===== src/rtl/fp16_dot_accum.sv =====
// Purpose  : accumulates a stream of fp16 products exactly in wide fixed point and emits one
//            fp16 dot-product result (with overflow flag) per vector tagged by s_last.
// Latency  : m_valid rises in the third cycle after the cycle in which s_last is accepted.
// Backpres.: s_ready is high only while accumulating; the result is held until m_ready.
// Ports    : clk/reset (sync, active-low); s_valid/s_data/s_last/s_ready product input;
//            m_valid/m_data/m_ovf/m_ready result output.
module fp16_dot_accum #(
    parameter int ACC_WIDTH = 56,
    parameter int FRAC_BITS = 24
) (
    input  logic        clk,
    input  logic        reset,
    input  logic        s_valid,
    input  logic [15:0] s_data,
    input  logic        s_last,
    output logic        s_ready,
    output logic        m_valid,
    output logic [15:0] m_data,
    output logic        m_ovf,
    input  logic        m_ready
);

    localparam logic [1:0] ST_ACCUM = 2'd0;
    localparam logic [1:0] ST_DRAIN = 2'd1;
    localparam logic [1:0] ST_NORM  = 2'd2;
    localparam logic [1:0] ST_OUT   = 2'd3;

    localparam logic [ACC_WIDTH-1:0] ACC_ONE = {{(ACC_WIDTH-1){1'b0}}, 1'b1};
    localparam logic [ACC_WIDTH-1:0] POS_MAX = {1'b0, {(ACC_WIDTH-1){1'b1}}};
    localparam logic [ACC_WIDTH-1:0] NEG_MAX = {1'b1, {(ACC_WIDTH-2){1'b0}}, 1'b1};
    localparam logic signed [ACC_WIDTH:0] SUM_MAX = {2'b00, {(ACC_WIDTH-1){1'b1}}};
    localparam logic signed [ACC_WIDTH:0] SUM_MIN = {2'b11, {(ACC_WIDTH-2){1'b0}}, 1'b1};
    // 65520 is the smallest magnitude that rounds past the largest finite fp16 (65504).
    localparam logic [ACC_WIDTH-1:0] OVF_THRESH = ACC_WIDTH'(65520) << FRAC_BITS;

    // ------------------------------------------------------------------
    // State
    // ------------------------------------------------------------------
    logic [1:0]           state_q,   state_d;
    logic [ACC_WIDTH-1:0] acc_q,     acc_d;
    logic [ACC_WIDTH-1:0] conv_q,    conv_d;
    logic                 conv_vld_q, conv_vld_d;
    logic                 nan_q,     nan_d;
    logic                 ovf_q,     ovf_d;
    logic                 m_valid_q, m_valid_d;
    logic [15:0]          m_data_q,  m_data_d;
    logic                 m_ovf_q,   m_ovf_d;

    logic accept;

    assign s_ready = (state_q == ST_ACCUM);
    assign accept  = s_valid && s_ready;
    assign m_valid = m_valid_q;
    assign m_data  = m_data_q;
    assign m_ovf   = m_ovf_q;

    // ------------------------------------------------------------------
    // Stage 1: fp16 -> fixed point, LSB weight 2^-24
    // ------------------------------------------------------------------
    logic                 in_sgn;
    logic [4:0]           in_exp;
    logic [9:0]           in_man;
    logic                 in_nan;
    logic                 in_inf;
    logic [ACC_WIDTH-1:0] in_mag;
    logic [ACC_WIDTH-1:0] in_conv;

    always_comb begin
        in_sgn = s_data[15];
        in_exp = s_data[14:10];
        in_man = s_data[9:0];
        in_nan = (in_exp == 5'd31) && (in_man != 10'd0);
        in_inf = (in_exp == 5'd31) && (in_man == 10'd0);
        // Hidden bit only for normals; subnormals share exponent 1's scale, hence exp-1.
        in_mag = {{(ACC_WIDTH-11){1'b0}}, (in_exp != 5'd0), in_man};
        if (in_exp != 5'd0) begin
            in_mag = in_mag << (in_exp - 5'd1);
        end
        // Negating zero yields zero, so -0 needs no special case.
        in_conv = in_sgn ? (-in_mag) : in_mag;
        if (in_nan) begin
            in_conv = '0;
        end else if (in_inf) begin
            in_conv = in_sgn ? NEG_MAX : POS_MAX;
        end
    end

    // ------------------------------------------------------------------
    // Stage 2: saturating add
    // ------------------------------------------------------------------
    logic signed [ACC_WIDTH:0] sum_w;
    logic [ACC_WIDTH-1:0]      acc_sum;
    logic                      sum_sat;

    always_comb begin
        sum_w   = $signed({acc_q[ACC_WIDTH-1], acc_q}) + $signed({conv_q[ACC_WIDTH-1], conv_q});
        sum_sat = 1'b0;
        acc_sum = sum_w[ACC_WIDTH-1:0];
        if (sum_w > SUM_MAX) begin
            acc_sum = POS_MAX;
            sum_sat = 1'b1;
        end else if (sum_w < SUM_MIN) begin
            acc_sum = NEG_MAX;
            sum_sat = 1'b1;
        end
    end

    // ------------------------------------------------------------------
    // Normalisation of the final accumulator back to fp16
    // ------------------------------------------------------------------
    logic                 acc_neg;
    logic [ACC_WIDTH-1:0] acc_abs;
    logic [10:0]          mant_sh;
    logic [ACC_WIDTH-1:0] rem_bits;
    logic [ACC_WIDTH-1:0] half_bit;
    logic                 round_up;
    logic [11:0]          mant_rnd;
    int                   lead;
    int                   exp_n;
    logic [15:0]          norm_dat;
    logic                 norm_ovf;

    always_comb begin
        acc_neg = acc_q[ACC_WIDTH-1];
        // Saturation keeps acc above the most negative code, so the negation never wraps.
        acc_abs = acc_neg ? (-acc_q) : acc_q;
        lead = 0;
        for (int i = 0; i < ACC_WIDTH; i++) begin
            if (acc_abs[i]) begin
                lead = i;
            end
        end

        mant_sh  = '0;
        rem_bits = '0;
        half_bit = '0;
        round_up = 1'b0;
        mant_rnd = '0;
        exp_n    = 0;
        if (lead >= 10) begin
            mant_sh  = 11'(acc_abs >> (lead - 10));
            rem_bits = acc_abs & ((ACC_ONE << (lead - 10)) - ACC_ONE);
            // With lead==10 nothing is dropped, so there is nothing to round.
            if (lead > 10) begin
                half_bit = ACC_ONE << (lead - 11);
                round_up = (rem_bits > half_bit) || ((rem_bits == half_bit) && mant_sh[0]);
            end
            mant_rnd = {1'b0, mant_sh} + {11'd0, round_up};
            // A carry out of the 11-bit significand leaves mantissa bits zero and bumps exp.
            exp_n    = lead - 9 + (mant_rnd[11] ? 1 : 0);
        end

        norm_dat = 16'h0000;
        norm_ovf = 1'b0;
        if (nan_q) begin
            norm_dat = 16'h7E00;
        end else if (acc_abs == '0) begin
            norm_dat = 16'h0000;
        end else if (acc_abs >= OVF_THRESH) begin
            norm_dat = {acc_neg, 15'h7BFF};
            norm_ovf = 1'b1;
        end else if (lead < 10) begin
            norm_dat = {acc_neg, 5'd0, acc_abs[9:0]};
        end else if (exp_n >= 31) begin
            norm_dat = {acc_neg, 15'h7BFF};
            norm_ovf = 1'b1;
        end else begin
            norm_dat = {acc_neg, exp_n[4:0], mant_rnd[9:0]};
        end
    end

    // ------------------------------------------------------------------
    // Next-state logic
    // ------------------------------------------------------------------
    always_comb begin
        state_d    = state_q;
        acc_d      = acc_q;
        conv_d     = accept ? in_conv : '0;
        conv_vld_d = accept;
        nan_d      = nan_q | (accept & in_nan);
        ovf_d      = ovf_q | (accept & in_inf);
        m_valid_d  = m_valid_q;
        m_data_d   = m_data_q;
        m_ovf_d    = m_ovf_q;

        if (conv_vld_q) begin
            acc_d = acc_sum;
            ovf_d = ovf_d | sum_sat;
        end

        case (state_q)
            ST_ACCUM: begin
                if (accept && s_last) begin
                    state_d = ST_DRAIN;
                end
            end
            ST_DRAIN: begin
                state_d = ST_NORM;
            end
            ST_NORM: begin
                m_valid_d = 1'b1;
                m_data_d  = norm_dat;
                m_ovf_d   = ovf_q | norm_ovf;
                state_d   = ST_OUT;
            end
            default: begin
                if (m_ready) begin
                    m_valid_d  = 1'b0;
                    acc_d      = '0;
                    conv_d     = '0;
                    conv_vld_d = 1'b0;
                    nan_d      = 1'b0;
                    ovf_d      = 1'b0;
                    state_d    = ST_ACCUM;
                end
            end
        endcase
    end

    always_ff @(posedge clk) begin
        if (!reset) begin
            state_q    <= ST_ACCUM;
            acc_q      <= '0;
            conv_q     <= '0;
            conv_vld_q <= 1'b0;
            nan_q      <= 1'b0;
            ovf_q      <= 1'b0;
            m_valid_q  <= 1'b0;
            m_data_q   <= 16'h0000;
            m_ovf_q    <= 1'b0;
        end else begin
            state_q    <= state_d;
            acc_q      <= acc_d;
            conv_q     <= conv_d;
            conv_vld_q <= conv_vld_d;
            nan_q      <= nan_d;
            ovf_q      <= ovf_d;
            m_valid_q  <= m_valid_d;
            m_data_q   <= m_data_d;
            m_ovf_q    <= m_ovf_d;
        end
    end

endmodule

===== config.mk =====
export PLATFORM = sky130hd
export DESIGN_NAME = fp16_dot_accum
export DESIGN_NICKNAME = d
export VERILOG_FILES = /design/src/rtl/fp16_dot_accum.sv
export SDC_FILE = /design/constraint.sdc
export NUM_CORES = 1
export LEC_CHECK = 0
export ABC_CLOCK_PERIOD_IN_PS = 29600
export BUFFER_PORTS_ARGS = -buffer_cell sky130_fd_sc_hd__clkbuf_2
export CAP_MARGIN = 30
export CORE_ASPECT_RATIO = 0.7
export CORE_MARGIN = 2
export CORE_UTILIZATION = 23
export DETAILED_ROUTE_END_ITERATION = 6
export GPL_TIMING_DRIVEN = 0
export PLACE_DENSITY = 0.41
export SETUP_SLACK_MARGIN = 0.2
export SLEW_MARGIN = 10
export SYNTH_ARGS = -nofsm -noshare
export SYNTH_HDL_FRONTEND = slang
export SYNTH_SLANG_ARGS = --single-unit
export TNS_END_PERCENT = 20

===== constraint.sdc =====
create_clock -name clk -period 29.6 [get_ports clk]
set_input_delay 4.44 -clock clk [delete_from_list [all_inputs] [get_ports clk]]
set_output_delay 4.44 -clock clk [all_outputs]
set_load 0.1 [all_outputs]

==> results of run 1 <==
[area by class of cell]
cell class,instances,share of cell area [%]
clock buffer,21,2.003
timing repair buffer,62,1.652
multi-input combinational,2575,72.85
antenna,3,0.03197
tap,1222,6.510
clock inverter,11,0.6713
inverter,60,0.9696
buffer,208,3.809
sequential,135,11.51
[registers in the layout, summed over array words and instances, names as in the netlist]
signal and count:
conv_q 56, nan_q 1, m_ovf 1, m_valid 1, m_data 16, conv_vld_q 1
acc_q 56, ovf_q 1, state_q 2
[stage by stage]
stage	util, %	hold slack (ns)
2_1_floorplan	-	0.4647
3_3_place_gp	25.10	0.4309
3_5_place_dp	25.36	0.4372
4_1_cts	26.06	0.4522
5_1_grt	26.11	0.4767
6_report	26.12	0.4467
[per-layer routing]
layer / vias up / wire length (µm) / GRT usage [%]
li1: 11440 / - / -
met1: 12150 / 57330 / 37.10
met2: 1405 / 39830 / 29.14
met3: 92 / 16180 / 10.75
met4: 2 / 1350 / 3.469
met5: - / 104 / 0.8256
[cells in the mapped netlist, types with 9 or more instances]
cell type and n:
nor2_1 306, nand2_1 298, a21oi_1 285, o21ai_0 151, clkbuf_1 148, dfxtp_1 135, ha_1 133, nand3_1 104
nor3_1 101, xnor2_1 94, a21o_1 67, mux2i_1 65, nand4_1 57, inv_1 56, xor2_1 52, a31oi_1 47
a221o_1 45, a211oi_1 43, o211ai_1 42, nand2b_1 38, and3_1 36, nor4_1 36, buf_2 34, o31ai_1 33
and2_1 31, nor2b_1 31, o21ai_1 30, a221oi_1 21, o21a_1 21, or4_1 21, or2_2 20, mux2_2 18
o21bai_1 18, o22ai_1 17, or3_1 16, a211o_1 14, buf_1 13, o2111ai_1 11, o31a_1 11, a41oi_1 10
nand3b_1 10, o41ai_1 10, a311oi_1 9
[worst max-delay path, delay by kind of cell (launching register included)]
kind                     cells  cell delay, ns
buffers and inverters       16            4.98
multiplexers                 1            0.21
flip-flops                   1            0.63
AO/OA/AOI/OAI               19            6.04
AND/OR/NAND/NOR             19            4.16
adder cells (fa/ha/maj)      8            1.89
[worst max-delay path by stage]
stage,endpoint,from,slack [ns]
after floorplan,m_data[11],acc_q[10],18.36
after global placement,m_data[12],acc_q[0],11.61
after detailed placement,m_data[2],acc_q[0],12.56
after CTS,m_data[2],acc_q[0],12.45
after global routing,m_ovf,acc_q[0],10.64
final,m_data[2],acc_q[0],11.60
[kinds of logic (layout without fill, tap and decap cells)]
| logic type | after synthesis | after routing | synth area share [%] |
|---|---|---|---|
| fa+ha+maj | 134 | 134 | 8.075 |
| simple gates | 1175 | 1175 | 28.28 |
| other cells | 0 | 3 | 0 |
| flops | 135 | 135 | 12.96 |
| xor+xnor | 149 | 149 | 6.366 |
| buf+inv | 268 | 362 | 5.382 |
| mux | 94 | 94 | 5.076 |
| compound gates | 1023 | 1023 | 33.86 |
==> impl_metrics.env, run 1 <==
export IMPL_cts_htree_levels=4
export IMPL_worst_r2r_setup_slack_ns=11.60
export IMPL_globalRouteTotalUtil_pct=23.90
export IMPL_timing_clock_skew_ns=0.01310
export IMPL_area_growth_pct=12.61
export IMPL_synth_cells=2978
export IMPL_dominantRegCellSynth="dfxtp_1"
export IMPL_worstSetupStartpointType="register"
export IMPL_holdCritStartpoint="m_data[5]"
export IMPL_pre_cts_ws_ns=12.56
export IMPL_final_setup_viol_count=0
export IMPL_post_route_period_util_pct=60.82
export IMPL_slew_violations=0
export IMPL_postSynthAreaPerCell_um2=7.003
export IMPL_postCtsSetupRepairBufs=0
export IMPL_gr_total_overflow=0
export IMPL_cts_hold_buffers=0
export IMPL_core_area_um2=89900
export IMPL_drv_max_cap_violation_count=0
export IMPL_clk_pin_slew_worst_paths_ns=0.07
export IMPL_min_path_type="register to register"
export IMPL_tritoncts="yes"
export IMPL_std_cell_rows=92
export IMPL_routedWlPerCell_um=26.72
export IMPL_drive_above_1_share_pct=9.082
export IMPL_dp_hpwl_um=95790
export IMPL_design_die_area_um2=93140
export IMPL_area_sequential_um2=2703
export IMPL_number_of_buffers_created_by_cts=17
export IMPL_finalNetCount=3214
export IMPL_criticalPathCategory="register to register"
export IMPL_clk_path_buf_depth=2
export IMPL_worst_ep_required_time_ns=29.99
export IMPL_clk_latency_ns=0.46
export IMPL_critical_path_most_common_cell="ha_1"
export IMPL_drc=0
export IMPL_worstReg2RegEnd="m_data[2]"
export IMPL_placed_area_um2=22800
export IMPL_period_minus_slack_ns=18.00
export IMPL_post_drt_via_cell_ratio=5.837
export IMPL_detailroute_via_count=25080
export IMPL_synth_fp_nets=3133
export IMPL_max_stage_delay_ns=0.81
export IMPL_timing_reg2reg_worst_path_depth=63
export IMPL_hold_viol=0
export IMPL_port_buffers=37
export IMPL_worstSetupEndpointType="register"
export IMPL_min_delay_path_depth=2
export IMPL_clockRootBuffer="clkbuf_16"
export IMPL_routabilityCongestion=1.014
export IMPL_crit_slowest_cell="a221oi_1"
export IMPL_stdcell_area_um2=23490
export IMPL_fmax_ghz=0.05554
export IMPL_drt_initial_drc_count=3082
export IMPL_synth_yosys_warnings=0
export IMPL_synth_seq_cells=135
export IMPL_tightest_slew_ns=1.092
export IMPL_pnr_worst_setup_slack_ns=11.60
export IMPL_initial_core_util_pct=23.20
export IMPL_antenna_left=0
export IMPL_dp_cells=4256
export IMPL_drt_pass1_iter_count=6
export IMPL_fp_dieW_um=363.9
export IMPL_hold_end="m_data[5]"
export IMPL_layout_commonest_cell="nor2_1"
export IMPL_rsz0062_at_grt="false"
export IMPL_post_cts_resize_count=0
export IMPL_synth_top_area_share_pct=12.96
export IMPL_final_setup_tns_ns=0
export IMPL_synth_edff_count=0
export IMPL_initial_antenna_violation_count=3
export IMPL_maxSlewHeadroom_pct=26.75
export IMPL_ys_top_cells_by_area="dfxtp_1, ha_1, a21oi_1"
export IMPL_layout_common_cells="nor2_1, nand2_1, a21oi_1"
export IMPL_crit_arrival_ns=18.40
export IMPL_io_pin_count=40
export IMPL_status="finished, final reports clean"
export IMPL_seq_area_frac_synth_pct=12.96
export IMPL_yosysUniqueCellTypes=120
export IMPL_multi_input_area_um2=17110
export IMPL_final_fill_count=10180
export IMPL_timing_critical_path_fanout_max=11
export IMPL_floorplan_die_height_um=255.9
export IMPL_drt_total_wl_um=114800
export IMPL_grt_pass1_vias=22930
export IMPL_synth_top_cell_by_area="dfxtp_1"
export IMPL_grt_first_pass_wirelength_um=164900
export IMPL_reg2reg_from="acc_q[0]"
export IMPL_syn_area_um2=20860
export IMPL_async_flop_share_pct=0
export IMPL_instances_no_fill=4297
export IMPL_grt_start_max_net_pins=17
export IMPL_tritoncts_num_sinks=135
Power of run 1 is not shown: default switching activity piles up to over one toggle a cycle in this logic, so the estimate is an artifact.
==> inputs of run 2 (changes only) <==
--- a/config.mk
+++ b/config.mk
@@ -5,7 +5,7 @@
 export SDC_FILE = /design/constraint.sdc
 export NUM_CORES = 1
 export LEC_CHECK = 0
-export ABC_CLOCK_PERIOD_IN_PS = 29600
+export ABC_CLOCK_PERIOD_IN_PS = 14800
 export BUFFER_PORTS_ARGS = -buffer_cell sky130_fd_sc_hd__clkbuf_2
 export CAP_MARGIN = 30
 export CORE_ASPECT_RATIO = 0.7
@@ -13,7 +13,7 @@
 export CORE_UTILIZATION = 23
 export DETAILED_ROUTE_END_ITERATION = 6
 export GPL_TIMING_DRIVEN = 0
-export PLACE_DENSITY = 0.41
+export PLACE_DENSITY = 0.43
 export SETUP_SLACK_MARGIN = 0.2
 export SLEW_MARGIN = 10
 export SYNTH_ARGS = -nofsm -noshare
==> constraint.sdc (replaced) <==
create_clock -name clk -period 14.8 [get_ports clk]
set_input_delay 2.22 -clock clk [delete_from_list [all_inputs] [get_ports clk]]
set_output_delay 2.22 -clock clk [all_outputs]
set_load 0.1 [all_outputs]
==> run 2 against run 1 <==
  * Final cell count increased by 0.30%
  * First-iteration DRC count decreased by 0.62%
  * Register-to-register slack got worse by 11 ns
  * Critical endpoint unchanged
==> impl_metrics.env, run 2 (synthesis results as in run 1) <==
export IMPL_post_route_period_util_pct=96.13
export IMPL_criticalPathCategory="register to register"
export IMPL_antenna_left=0
export IMPL_drc=0
export IMPL_clk_path_buf_depth=2
export IMPL_period_minus_slack_ns=14.23
export IMPL_routedWlPerCell_um=26.21
export IMPL_design_die_area_um2=93140
export IMPL_tightest_slew_ns=1.138
export IMPL_final_setup_viol_count=0
export IMPL_max_stage_delay_ns=0.64
export IMPL_rsz0062_at_grt="false"
export IMPL_slew_violations=0
export IMPL_clk_latency_ns=0.45
export IMPL_finalNetCount=3228
export IMPL_dp_hpwl_um=93510
export IMPL_drv_max_cap_violation_count=0
export IMPL_initial_antenna_violation_count=4
export IMPL_port_buffers=37
export IMPL_pnr_worst_setup_slack_ns=0.5722
export IMPL_hold_viol=0
export IMPL_detailroute_via_count=25320
export IMPL_grt_first_pass_wirelength_um=162000
export IMPL_fp_dieW_um=363.9
export IMPL_maxSlewHeadroom_pct=23.85
export IMPL_worstSetupEndpointType="register"
export IMPL_pre_cts_ws_ns=-2.080
export IMPL_area_growth_pct=14.38
export IMPL_grt_start_max_net_pins=17
export IMPL_drt_total_wl_um=113000
export IMPL_gr_total_overflow=0
export IMPL_drive_above_1_share_pct=10.99
export IMPL_timing_clock_skew_ns=0.01964
export IMPL_worstSetupStartpointType="register"
export IMPL_post_drt_via_cell_ratio=5.875
export IMPL_tritoncts="yes"
export IMPL_globalRouteTotalUtil_pct=23.33
export IMPL_timing_critical_path_fanout_max=11
export IMPL_floorplan_die_height_um=255.9
export IMPL_drt_initial_drc_count=3063
export IMPL_layout_commonest_cell="nor2_1"
export IMPL_status="finished, final reports clean"
export IMPL_core_area_um2=89900
export IMPL_drt_pass1_iter_count=6
export IMPL_number_of_buffers_created_by_cts=17
export IMPL_cts_htree_levels=4
export IMPL_io_pin_count=40
export IMPL_grt_pass1_vias=22590
export IMPL_initial_core_util_pct=23.20
export IMPL_tritoncts_num_sinks=135
export IMPL_fmax_ghz=0.07028
export IMPL_critical_path_most_common_cell="nand2_1"
export IMPL_clockRootBuffer="clkbuf_16"
export IMPL_clk_pin_slew_worst_paths_ns=0.07
export IMPL_std_cell_rows=92
export IMPL_crit_slowest_cell="a221oi_1"
export IMPL_worst_ep_required_time_ns=15.19
export IMPL_crit_arrival_ns=14.62
export IMPL_routabilityCongestion=1.007
export IMPL_layout_common_cells="nor2_1, nand2_1, a21oi_1"
export IMPL_min_path_type="register to register"
==> run 2: cell types whose count changed in the layout (fill, tap and decap cells not counted), moves of 3 or more <==
cell      previous run  this run
buf_4               20        37
clkinv_4             0         3
clkbuf_4             2         6
clkbuf_1           149       128
clkbuf_2            38        53
nor2_2               0         4
nor2_1             306       301
==> run 2: critical path: cells and delay by family (launching register included) <==
kind | cells | cell delay (ns)
DFF | 1 | 0.41
xor gates and xnor gates | 2 | 0.56
muxes | 1 | 0.13
and+or+nand+nor | 22 | 3.85
AOI/OAI and AO/OA | 16 | 3.76
adders and majority gates | 6 | 1.38
buffers and inverters | 15 | 3.96
==> run 2: path summary, 6_finish.rpt <==
kind         cells after the start        end      start  slack [ns]
max                             62  m_data[2]   acc_q[0]        0.57
min                              2  m_data[5]  m_data[5]        0.44
max reg2reg                     62  m_data[2]   acc_q[0]        0.57
min reg2reg                      2  m_data[5]  m_data[5]        0.44
==> run 2: repair_timing <==
item / CTS / global route
hold buffers: 0 / 0
setup endpoints to repair: 16 / 16
gates cloned: 0 / 1
buffers inserted: 2 / 15
pin swaps: 3 / 8
hold endpoints to repair: 0 / 0
gates resized for setup: 34 / 55
==> run 2: cell type report <==
type	count	area, µm²
antenna	2	5.005
clock buffer	18	439.2
inverter	60	235.2
timing repair buffer	76	485.5
sequential	135	2705
buffer	207	942.2
tap	1222	1529
multi-input combinational	2576	17350
fill	10120	66050
clock inverter	14	161.4
==> run 2: layer usage <==
| layer | GRT usage, % | up-vias | routed length [µm] |
|---|---|---|---|
| met3 | 8.435 | 122 | 15390 |
| met1 | 37.74 | 12260 | 56830 |
| met2 | 28.00 | 1454 | 39140 |
| met5 | 0.05160 | - | 40 |
| met4 | 3.804 | 4 | 1561 |
| li1 | - | 11480 | - |
==> run 2: through the flow <==
step | util (%) | hold WS (ns) | cells | TNS, ns | area [µm²]
floorplan | - | 0.4647 | 2978 | 0 | 20860
global placement | 25.10 | 0.4319 | 4237 | -43.34 | 22570
detailed placement | 25.34 | 0.4376 | 4258 | -30.81 | 22780
CTS | 26.19 | 0.4499 | 4292 | 0 | 23550
global route | 26.53 | 0.4835 | 4308 | 0 | 23850
finish | 26.53 | 0.4446 | 4310 | 0 | 23850
Power of run 2 is left out for the same reason.
